## src/rtl/stoch_div_pkg.sv

```systemverilog
// Shared types and helpers for the stochastic divider scheduler.
package stoch_div_pkg;

  typedef enum logic [2:0] {
    IDLE  = 3'd0,
    CLEAR = 3'd1,
    WARM  = 3'd2,
    RUN   = 3'd3,
    DONE  = 3'd4
  } state_t;

  // Feedback tap mask of a maximal-length shift-left Fibonacci LFSR of width w.
  // Widths 3..10 are tabulated; other widths fall back to the 6-bit mask.
  function automatic logic [31:0] lfsrTaps(input int w);
    case (w)
      3:       return 32'h0000_0006;
      4:       return 32'h0000_000C;
      5:       return 32'h0000_0014;
      6:       return 32'h0000_0030;
      7:       return 32'h0000_0060;
      8:       return 32'h0000_00B8;
      9:       return 32'h0000_0110;
      10:      return 32'h0000_0240;
      default: return 32'h0000_0030;
    endcase
  endfunction

  // Mid-scale starting point of the divider core counter.
  function automatic logic [31:0] midPoint(input int w);
    return 32'd1 << (w - 1);
  endfunction

endpackage

```

## src/rtl/stoch_div_sched_core.sv

```systemverilog
// Counter-based stochastic divider core: a saturating up/down counter whose
// value, compared against a random number, produces the quotient stream.
module sdiv_core
  import stoch_div_pkg::*;
#(
  parameter int W = 6
) (
  input  logic         clk,
  input  logic         rst,
  input  logic         i_clr,
  input  logic         i_en,
  input  logic [W-1:0] i_rand,
  input  logic         i_dividend,
  input  logic         i_divisor,
  output logic         o_quotient
);

  localparam logic [W-1:0] MID = W'(midPoint(W));
  localparam logic [W-1:0] MAX = '1;

  logic [W-1:0] r_cnt;
  logic         w_inc;
  logic         w_dec;

  assign o_quotient = (r_cnt >= i_rand);
  assign w_inc      = i_dividend;
  assign w_dec      = o_quotient & i_divisor;

  // Saturating counter: dividend ones push up, quotient-and-divisor ones pull down.
  always_ff @(posedge clk or posedge rst) begin
    if (rst) begin
      r_cnt <= MID;
    end else if (i_clr) begin
      r_cnt <= MID;
    end else if (i_en) begin
      if (w_inc && !w_dec && (r_cnt != MAX)) begin
        r_cnt <= r_cnt + 1'b1;
      end else if (w_dec && !w_inc && (r_cnt != '0)) begin
        r_cnt <= r_cnt - 1'b1;
      end
    end
  end

endmodule

```

## src/rtl/stoch_div_sched.sv

```systemverilog
// Round-robin scheduler sharing one stochastic divider core between requesters.
module stoch_div_sched
  import stoch_div_pkg::*;
#(
  parameter int           N_REQ  = 4,
  parameter int           W      = 6,
  parameter int           LEN_W  = 10,
  parameter int           WARMUP = 16,
  parameter logic [W-1:0] SEED_A = W'('h2B),
  parameter logic [W-1:0] SEED_B = W'('h15),
  parameter logic [W-1:0] SEED_C = W'('h39)
) (
  input  logic                       clk,
  input  logic                       rst,
  input  logic [N_REQ-1:0]           req_valid,
  output logic [N_REQ-1:0]           req_ready,
  input  logic [N_REQ*W-1:0]         req_dividend,
  input  logic [N_REQ*W-1:0]         req_divisor,
  input  logic [LEN_W-1:0]           req_len,
  output logic                       rsp_valid,
  input  logic                       rsp_ready,
  output logic [$clog2(N_REQ)-1:0]   rsp_id,
  output logic [LEN_W-1:0]           rsp_count,
  output logic                       busy
);

  localparam int IDW  = $clog2(N_REQ);
  localparam int WUW  = $clog2(WARMUP + 1);
  localparam int CW   = (WUW > LEN_W) ? WUW : LEN_W;
  localparam logic [W-1:0] TAPS = W'(lfsrTaps(W));

  state_t           r_state;
  logic [IDW-1:0]   r_ptr;
  logic [IDW-1:0]   r_id;
  logic [W-1:0]     r_dvd;
  logic [W-1:0]     r_dvs;
  logic [LEN_W-1:0] r_len;
  logic [CW-1:0]    r_cyc;
  logic [LEN_W-1:0] r_count;
  logic             r_rspValid;
  logic             r_busy;
  logic [W-1:0]     r_lfsrA;
  logic [W-1:0]     r_lfsrB;
  logic [W-1:0]     r_lfsrC;

  logic [N_REQ-1:0] w_grant;
  logic [IDW-1:0]   w_gidx;
  logic [IDW-1:0]   w_idx;
  logic             w_found;
  logic             w_accept;
  logic             w_streamEn;
  logic             w_bitA;
  logic             w_bitB;
  logic             w_quot;

  // Round-robin pick: first pending requester at or after the pointer.
  always_comb begin
    w_grant = '0;
    w_gidx  = '0;
    w_idx   = '0;
    w_found = 1'b0;
    for (int k = 0; k < N_REQ; k++) begin
      w_idx = IDW'((int'(r_ptr) + k) % N_REQ);
      if (!w_found && req_valid[w_idx]) begin
        w_grant[w_idx] = 1'b1;
        w_gidx         = w_idx;
        w_found        = 1'b1;
      end
    end
  end

  assign req_ready  = (r_state == IDLE) ? w_grant : '0;
  assign w_accept   = |req_ready;
  assign w_streamEn = (r_state == WARM) || (r_state == RUN);
  assign w_bitA     = (r_lfsrA < r_dvd);
  assign w_bitB     = (r_lfsrB < r_dvs);

  assign rsp_valid = r_rspValid;
  assign rsp_id    = r_id;
  assign rsp_count = r_count;
  assign busy      = r_busy;

  // Random sources only advance while the core is running so each job is repeatable from reset.
  always_ff @(posedge clk or posedge rst) begin
    if (rst) begin
      r_lfsrA <= SEED_A;
      r_lfsrB <= SEED_B;
      r_lfsrC <= SEED_C;
    end else if (w_streamEn) begin
      r_lfsrA <= {r_lfsrA[W-2:0], ^(r_lfsrA & TAPS)};
      r_lfsrB <= {r_lfsrB[W-2:0], ^(r_lfsrB & TAPS)};
      r_lfsrC <= {r_lfsrC[W-2:0], ^(r_lfsrC & TAPS)};
    end
  end

  sdiv_core #(
    .W (W)
  ) u_core (
    .clk        (clk),
    .rst        (rst),
    .i_clr      (r_state == CLEAR),
    .i_en       (w_streamEn),
    .i_rand     (r_lfsrC),
    .i_dividend (w_bitA),
    .i_divisor  (w_bitB),
    .o_quotient (w_quot)
  );

  // Job sequencing: latch the winner, clear, warm up, count, then hold the result until taken.
  always_ff @(posedge clk or posedge rst) begin
    if (rst) begin
      r_state    <= IDLE;
      r_ptr      <= '0;
      r_id       <= '0;
      r_dvd      <= '0;
      r_dvs      <= '0;
      r_len      <= '0;
      r_cyc      <= '0;
      r_count    <= '0;
      r_rspValid <= 1'b0;
      r_busy     <= 1'b0;
    end else begin
      case (r_state)
        IDLE: begin
          if (w_accept) begin
            r_id    <= w_gidx;
            r_dvd   <= req_dividend[w_gidx*W +: W];
            r_dvs   <= req_divisor[w_gidx*W +: W];
            r_len   <= req_len;
            r_busy  <= 1'b1;
            r_state <= CLEAR;
          end
        end
        CLEAR: begin
          r_count <= '0;
          r_cyc   <= CW'(WARMUP - 1);
          r_state <= WARM;
        end
        WARM: begin
          if (r_cyc == '0) begin
            if (r_len == '0) begin
              r_rspValid <= 1'b1;
              r_state    <= DONE;
            end else begin
              r_cyc   <= CW'(r_len) - 1'b1;
              r_state <= RUN;
            end
          end else begin
            r_cyc <= r_cyc - 1'b1;
          end
        end
        RUN: begin
          if (w_quot && (r_count != '1)) begin
            r_count <= r_count + 1'b1;
          end
          if (r_cyc == '0) begin
            r_rspValid <= 1'b1;
            r_state    <= DONE;
          end else begin
            r_cyc <= r_cyc - 1'b1;
          end
        end
        DONE: begin
          if (rsp_ready) begin
            r_rspValid <= 1'b0;
            r_busy     <= 1'b0;
            r_ptr      <= (r_id == IDW'(N_REQ - 1)) ? '0 : r_id + 1'b1;
            r_state    <= IDLE;
          end
        end
        default: begin
          r_state <= IDLE;
        end
      endcase
    end
  end

endmodule

```

## config.mk

```make
export PLATFORM = sky130hd
export DESIGN_NAME = stoch_div_sched
export DESIGN_NICKNAME = d
export VERILOG_FILES = /design/src/rtl/stoch_div_pkg.sv /design/src/rtl/stoch_div_sched_core.sv /design/src/rtl/stoch_div_sched.sv
export SDC_FILE = /design/constraint.sdc
export NUM_CORES = 1
export LEC_CHECK = 0
export BUFFER_PORTS_ARGS = -buffer_cell sky130_fd_sc_hd__buf_4
export CAP_MARGIN = 20
export CORE_MARGIN = 3
export CORE_UTILIZATION = 35
export DETAILED_ROUTE_END_ITERATION = 6
export PLACE_DENSITY = 0.56
export SLEW_MARGIN = 20
export SYNTH_ARGS = -nofsm -noshare
export SYNTH_HDL_FRONTEND = slang
export SYNTH_SLANG_ARGS = --single-unit
```

## constraint.sdc

```tcl
create_clock -name clk -period 4.1 [get_ports clk]
set_input_delay 0 -clock clk [delete_from_list [all_inputs] [get_ports clk]]
set_output_delay 0 -clock clk [all_outputs]
set_load 0.005 [all_outputs]
```

After elaboration in Yosys (flattened, before gate mapping)
Index checks and enable logic that the tools add are counted.
{"block": "op_classes", "bitwise_logic": 4, "n_reduce_logical": 40, "eq_ne": 15, "shift": 2, "mul": 1, "magnitude_cmp": 11, "addsub": 9, "n_mux": 52}
{"operator": "24-bit by 6-bit variable part select with 6-bit output", "count": 2}
{"operator": "10-bit two-way mux", "count": 4}
{"operator": "10-bit case mux with 3 select lines", "count": 1}
{"operator": "6-bit two-way mux", "count": 4}
{"operator": "10-bit zero test", "count": 2}
{"operator": "4-bit two-way mux", "count": 5}
{"operator": "10-bit case mux with 2 select lines", "count": 1}
{"operator": "10-bit by 1-bit subtractor with 10-bit output (second input constant)", "count": 2}
{"operator": "6-bit XOR reduction", "count": 3}
{"operator": "1-bit two-way mux", "count": 16}
{"operator": "3-bit two-way mux", "count": 5}
{"operator": "3-bit case mux with 5 select lines", "count": 1}
{"operator": "1-bit logical AND", "count": 12}
{"operator": "2-bit by 3-bit less-than comparator with 1-bit output (second input constant)", "count": 4}
{"operator": "6-bit less-than comparator", "count": 2}
{"operator": "4-bit OR", "count": 3}
{"operator": "10-bit by 1-bit adder with 10-bit output (second input constant)", "count": 1}
{"operator": "2-bit two-way mux", "count": 5}
{"operator": "10-bit != test (second input constant)", "count": 1}
{"operator": "3-bit nonzero test", "count": 3}
{"operator": "1-bit binary-select mux with 2-bit select", "count": 4}
{"operator": "1-bit demux with 2-bit select", "count": 4}
{"operator": "2-bit by 1-bit >= comparator with 1-bit output (second input constant)", "count": 4}
{"operator": "2-bit by 1-bit != test with 1-bit output (second input constant)", "count": 4}
{"operator": "26 further kinds", "count": 41}
{"block": "word_totals", "word_cells": 148, "input_bits": 65, "ff_bits": 75}

Longest topological paths before layout
Gate-level depths: netlist (run 1).
{"block": "depth", "depth_word": 16, "mapped_depth": 14}

Modules after synthesis
A second synthesis (run 1) with hierarchy kept.
{"block": "hier_totals", "hier_cells": 604, "area_unflattened_um2": 5380.2}
{"mod": "stoch_div_sched", "area_each_um2": 4694.5, "n_inst": 1, "cells_each": 524}
{"mod": "sdiv_core", "area_each_um2": 685.7, "n_inst": 1, "cells_each": 80}

Least setup slack after synthesis (run 1)
Ideal clock, no wire load.
{"block": "synth_timing", "kind": "register -> register", "start": "register r_ptr[0]", "end": "register r_len[2]", "setup_ns": 0.125, "synth_period_minus_slack_ns": 3.288, "slack_ns": 0.812, "path_stages_with_launch": 13, "arrival_time_ns": 3.163, "path_cell_list": "dfrtp_1 -> buf_6 -> clkbuf_1 -> inv_1 -> ha_1 -> buf_2 -> mux4_2 -> buf_2 -> a221o_1 -> a22oi_2 -> a41oi_2 -> buf_6 -> mux2_4"}
{"block": "synth_via", "elab_chain_len": 15, "word_cells_on_any_way": 50, "classes_between": "add/sub: 3; order compare: 8; mux: 24; bitwise: 3; reduce/logical: 12"}
{"item": "start: declaration", "line_no": "stoch_div_sched.sv:33", "text": "logic [IDW-1:0] r_ptr;"}
{"item": "start signal: assignment", "line_no": "stoch_div_sched.sv:167", "text": "r_ptr <= (r_id == IDW'(N_REQ - 1)) ? '0 : r_id + 1'b1;"}
{"item": "branches (longest 11 deep; another with 2-bit by 3-bit less-than comparator with 1-bit output)"}
{"item": "4-bit two-way mux (*)", "line_no": "stoch_div_sched.sv:64", "text": "if (!w_found && req_valid[w_idx]) begin"}
{"item": "4-bit two-way mux (*)", "line_no": "stoch_div_sched.sv:72", "text": "assign req_ready = (r_state == IDLE) ? w_grant : '0;"}
{"item": "4-bit OR reduction (*)", "line_no": "stoch_div_sched.sv:73", "text": "assign w_accept = |req_ready;"}
{"item": "2-bit AND reduction (no line) (*)"}
{"item": "end signal: assignment", "line_no": "stoch_div_sched.sv:129", "text": "r_len <= req_len;"}
{"item": "end: declaration", "line_no": "stoch_div_sched.sv:37", "text": "logic [LEN_W-1:0] r_len;"}
Every way passes the cells marked *. The select of a mux whose other input is x is not followed.
A chain may end at the register's enable or synchronous reset.

Worst setup path after layout (run 1)
{"block": "layout_timing", "start": "register r_ptr[1]", "end": "register r_dvd[3]"}
{"block": "layout_via", "elab_chain_len": 15, "word_cells_on_any_way": 56, "classes_between": "add/sub: 3; mul: 1; order compare: 8; shift: 1; mux: 28; bitwise: 3; reduce/logical: 12"}
{"item": "branches (longest 15 deep; another with 2-bit by 2-bit multiplier with 4-bit output)"}
{"item": "end signal: assignment", "line_no": "stoch_div_sched.sv:127", "text": "r_dvd <= req_dividend[w_gidx*W +: W];"}
{"item": "end: declaration", "line_no": "stoch_div_sched.sv:35", "text": "logic [W-1:0] r_dvd;"}
Parallel ways; which one is timed is not known. The select of a mux whose other input is x is not followed.

==> results of run 1 <==
## layer usage
| layer | track usage [%] | vias up | part of all wire [%] |
|---|---|---|---|
| met5 | 0 | - | 0 |
| met4 | 3.91 | 0 | 1.5 |
| met3 | 3.39 | 17 | 3.6 |
| met2 | 28.8 | 111 | 49 |
| met1 | 21.5 | 2233 | 46 |
| li1 | - | 2292 | - |
## area by class of cell
type	count	area, sq um
Clock buffer	10	229
Clock inverter	6	88.8
Fill cell	1386	7810
Inverter	34	128
Multi-Input combinational cell	453	2990
Sequential cell	75	1890
Tap cell	180	225
Timing Repair Buffer	101	788
## stage by stage
step | instances | area, sq um | power, mW | util, % | setup WS, ns
after floorplan | 594 | 5160 | 2.11 | - | 0.812
after global placement | 831 | 5900 | 2.46 | 41.7 | 0.723
after detailed placement | 831 | 5900 | 2.48 | 41.7 | 0.651
after CTS | 859 | 6340 | 3.36 | 44.8 | 0.616
after global routing | 859 | 6340 | 3.61 | 44.8 | 0.250
final | 859 | 6340 | 3.32 | 44.8 | 0.629
## final timing paths
kind / startpoint / end / slack (ns)
max: r_ptr[1] / r_dvd[3] / 0.63
min: req_divisor[10] / r_dvs[4] / 0.13
max reg2reg: r_ptr[1] / r_dvd[3] / 0.63
min reg2reg: r_lfsrB[2] / r_lfsrB[2] / 0.47
max in group asynchronous: rst / u_core.r_cnt[5] / 2.66
min in group asynchronous: rst / r_cyc[7] / 0.39
## power by group through the flow
stage | combinational (mW) | sequential, mW | clock [mW]
floorplan | 0.971 | 1.14 | 0
global placement | 1.25 | 1.21 | 0
detailed placement | 1.27 | 1.21 | 0
CTS | 1.29 | 1.20 | 0.870
global route | 1.47 | 1.24 | 0.903
finish | 1.28 | 1.20 | 0.844
## sequential cells by signal (all words and copies together), names as in the netlist, 6 cells and up
signal and flops:
r_len 10, r_lfsrC 6, u_core.r_cnt 6, rsp_count 10
r_dvd 6, r_lfsrB 6, r_dvs 6, r_cyc 10
r_lfsrA 6
## logic make-up (layout without fill, tap and decap cells)
family	count (synthesis)	in the layout	synth area share [%]
AND/OR/NAND/NOR	198	198	16.7
AO/OA/AOI/OAI	177	177	22.8
flip-flops	75	75	36.7
buffers and inverters	66	151	5.63
adder cells (fa/ha/maj)	34	34	8.40
XOR/XNOR	22	22	3.74
multiplexers	22	22	6.04
## Yosys cell counts (6+ instances only)
cell type,count
buf_2,13
inv_1,34
nand2_1,114
o22ai_1,25
nor4_1,6
nor2_1,37
xnor2_1,17
mux2i_1,6
o21ai_0,31
ha_1,33
nand3_1,7
clkbuf_1,15
a31oi_1,14
nor3_1,11
mux2_4,7
a21oi_1,44
a21o_1,7
dfstp_2,12
a311oi_1,12
dfrtp_1,63
## what timing repair did
action	CTS	global route
hold buffers	12	0
setup endpoints to repair	0	0
endpoints found under the hold margin	47	0
## tightest hold or removal path: stages
cell      delay [ns]
buf_4           0.11
nand2_1         0.05
a311oi_1        0.08
a21oi_1         0.11
a21oi_1         0.07
==> flow_summary.toml, run 1 <==
[synth]
syn_avg_cell_area_sq_um = 8.68
synth_cell_types = 58
synth_edf_count = 0
synth_top_area_share_pct = 30.6
synth_area_sq_mm = 0.00516
synth_seq_cells = 75
synthFlopType = "dfrtp_1"
yosys_warnings = 0
ys_seq_area_share_pct = 36.7
syn_inst = 594
syn-num-nets = 693
synth_area_leader_cell = "dfrtp_1"
synthTopCellsByArea = "dfrtp_1 31%, nand2_1 8.3%, ha_1 8.0%"
synthArstFlopShare_pct = 100

[floorplan]
rows = 43
core_sq_mm = 0.0141
die_h_microns = 127
dieArea_sq_mm = 0.0162
start_util_pct = 36.4
io_pins = 83
fp.dieW_microns = 127

[cts]
clkTransAtPathRegs_ns = 0.06
insertion_delay_ns = 0.33
postCtsResizedCells = 0
cts_tree = "done"
cts_max_level = 3
root_buffer = "clkbuf_16"
cts_buffers = 9
clockBufferDepth = 2
clkSinkCount = 75
post_cts_buffers = 0

[setup_path]
cp_num_buf_inv = 2
startpoint_type = "flip-flop"
worst-path-stages = 9
slowest_stage = "a2111o_1"
worstSetupEndpointType = "flip-flop"
critical_path.cell_chain = "inv_1 -> ha_1 -> mux4_2 -> inv_1 -> a2111o_1 -> o22ai_1 -> a31oi_1 -> a21oi_1 -> a21oi_1"
cpPeakStageDelay_ns = 0.70
critPathKind = "reg2reg"
critPathMaxFanout = 25
arrival_ns = 3.72
worstPathRequired_ns = 4.35
cpLargestDelayFamily = "compound AO/OA/AOI/OAI gates"
r2r_cells = 9

[global_routing]
grtUsageTotal_pct = 16.7
antenna_found_initial = 0
grt_max_degree = 42
grt_first_pass_wirelength_microns = 22600
grt_overflow_total = 0
grt_pass1_vias = 4719

[sta]
rsz0062_at_grt = "no"
drv_slew = 0
finalCritPeriodShare_pct = 84.7
holdWs_ns = 0.129
hold_viol = 0
tightestPinTransition_ns = 0.840
fmax_ghz = 0.288
clock_skew_ns = 0.00979
setup_tns_ns = 0
fin_crit_ns = 3.47
setup_violations = 0
slew_headroom_pct = 43.8

[pwr]
switching_share_pct = 35.8
power.density_mw_per_mm2 = 524
vdd_ir_drop_max_uv = 218
p_leak_nw = 2.83
power_frac_seq_pct = 36.2
power_switching_mw = 1.19
internal-power_mw = 2.13
pwr-share-clk_pct = 25.4
pwr-share-comb_pct = 38.4

[drt]
ant_nets = 0
wl_per_cell_microns = 15.4
drc = 0
drtIter0Drc = 406
viasPerCell = 5.42
wirelength_microns = 13300
vias = 4653
drtPass1Iterations = 5

[cells_and_area]
layout_common_cells = "114 x nand2_1, 89 x buf_4, 63 x dfrtp_1"
num_antenna_cells = 0
area_growth_pct = 22.9
drive_gt1_share_pct = 20.6
final_common_cell = "nand2_1"
finalNetCount = 773

[worst_hold_path]
hp-class = "in2reg"
whs_path_depth = 5

[placement]
post-dp-hpwl_microns = 9440
port_buffers = 82
place_congestion = 0.812

[flow_run]
drv_cap = 0

[status]
outcome = "finished clean"
No activity file was read; power rests on OpenSTA's default activity.
==> run 2, diff against run 1 <==
==> constraint.sdc (replaced) <==
create_clock -name clk -period 3.25 [get_ports clk]
set_input_delay 0 -clock clk [delete_from_list [all_inputs] [get_ports clk]]
set_output_delay 0 -clock clk [all_outputs]
set_load 0.005 [all_outputs]
==> run 2 against run 1 <==
  * Via count grew 0.69%
  * Wire length increased by 1.6%
  * Final area is 0.85% higher
  * First-iteration DRC count is 33% lower
  * Register-to-register slack got worse by 0.42 ns
  * Global-route usage up 0.30 points
  * Largest cell class unchanged
==> flow_summary.toml, run 2 (synthesis gave the netlist of run 1 again) <==
[flow_run]
drv_cap = 0

[cts]
clockBufferDepth = 2
root_buffer = "clkbuf_16"
cts_tree = "done"
cts_buffers = 9
clkTransAtPathRegs_ns = 0.06
clkSinkCount = 75
cts_max_level = 3
insertion_delay_ns = 0.34

[sta]
holdWs_ns = 0.123
fin_crit_ns = 3.04
drv_slew = 0
clock_skew_ns = 0.00624
finalCritPeriodShare_pct = 93.5
tightestPinTransition_ns = 0.900
hold_viol = 0
setup_slack_ns = 0.212
slew_headroom_pct = 39.9
fmax_ghz = 0.329
setup_violations = 0

[pwr]
power.density_mw_per_mm2 = 654
vdd_ir_drop_max_uv = 274
p_leak_nw = 2.87

[floorplan]
die_h_microns = 127
fp.dieW_microns = 127
io_pins = 83
rows = 43
core_sq_mm = 0.0141
dieArea_sq_mm = 0.0162
start_util_pct = 36.4

[cells_and_area]
drive_gt1_share_pct = 21.2
final_common_cell = "nand2_1"
layout_common_cells = "114 x nand2_1, 97 x buf_4, 63 x dfrtp_1"
area_growth_pct = 24.0
design_area_sq_mm = 0.00639
final_util_pct = 45.2
num_antenna_cells = 0
finalNetCount = 782

[setup_path]
cpPeakStageDelay_ns = 0.44
critical_path.cell_chain = "inv_1 -> ha_1 -> nand2b_1 -> a2111oi_1 -> o31ai_1 -> a21o_1 -> ha_1 -> a21o_1 -> a21oi_1 -> o21ai_0 -> xnor2_1 -> a22oi_1"
cp_num_buf_inv = 1
cpLargestDelayFamily = "compound AO/OA/AOI/OAI gates"
critPathMaxFanout = 6
arrival_ns = 3.29
worstSetupEndpointType = "flip-flop"
startpoint_type = "flip-flop"
critPathKind = "reg2reg"
worstPathRequired_ns = 3.51
slowest_stage = "dfrtp_1"

[global_routing]
grt_pass1_vias = 4592
grt_max_degree = 43
antenna_found_initial = 0
grt_overflow_total = 0
grtUsageTotal_pct = 17.0
grt_first_pass_wirelength_microns = 22600

[drt]
drc = 0
wl_per_cell_microns = 15.5
ant_nets = 0
wirelength_microns = 13500
vias = 4685
drtPass1Iterations = 4
viasPerCell = 5.40
drtIter0Drc = 271

[placement]
place_congestion = 0.824
dpl-instance-area_sq_mm = 0.00598
port_buffers = 82
post-dp-hpwl_microns = 9660
dp_slack_ns = 0.228

[status]
outcome = "finished clean"

[worst_hold_path]
hp-class = "in2reg"
-- run 2: worst paths after layout --
path	startpoint	end	slack [ns]	cells past startpoint
max	u_core.r_cnt[0]	u_core.r_cnt[5]	0.21	12
min	req_divisor[10]	r_dvs[4]	0.12	5
max reg2reg	u_core.r_cnt[0]	u_core.r_cnt[5]	0.21	12
min reg2reg	r_lfsrA[0]	r_lfsrA[1]	0.47	2
max in group asynchronous	rst	r_lfsrB[2]	1.94	4
min in group asynchronous	rst	rsp_count[8]	0.42	3
-- run 2: area by class of cell --
cell class	count	area [sq um]
Timing Repair Buffer	110	868
Multi-Input combinational cell	453	2990
Tap cell	180	225
Fill cell	1362	7760
Clock inverter	2	37.5
Inverter	34	128
Clock buffer	14	254
Sequential cell	75	1890
-- run 2: worst reg2reg max path, cell delays in order (launching register included) --
cell       delay (ns)
dfrtp_1          0.44
inv_1            0.10
ha_1             0.27
nand2b_1         0.14
a2111oi_1        0.41
o31ai_1          0.17
a21o_1           0.27
ha_1             0.30
a21o_1           0.17
a21oi_1          0.22
o21ai_0          0.16
xnor2_1          0.15
a22oi_1          0.16
-- run 2: per-layer routing --
metal	routed length (microns)	up-vias	track usage, %
met2	6470	107	28.1
met5	0	-	0
met1	6230	2241	22.2
li1	-	2317	-
met3	496	20	3.76
met4	278	0	5.36
-- run 2: power by group --
group	total, mW	switching (mW)	internal (mW)
clock network	0.990	0.373	0.617
registers	1.53	0.307	1.23
logic	1.66	0.844	0.812
-- run 2: metrics by stage --
stage                     instances  setup TNS (ns)  power [mW]
after floorplan                 594               0        2.66
after global placement          840               0        3.14
after detailed placement        840               0        3.19
after CTS                       868               0        4.22
after global routing            868         -0.0151        4.54
final                           868               0        4.18
-- run 2: repair_timing --
item / in CTS / in global routing
setup endpoints to repair: 0 / 3
setup buffers: 0 / 0
endpoints found under the hold margin: 42 / 0
hold buffers: 12 / 0
resized for setup: 0 / 2
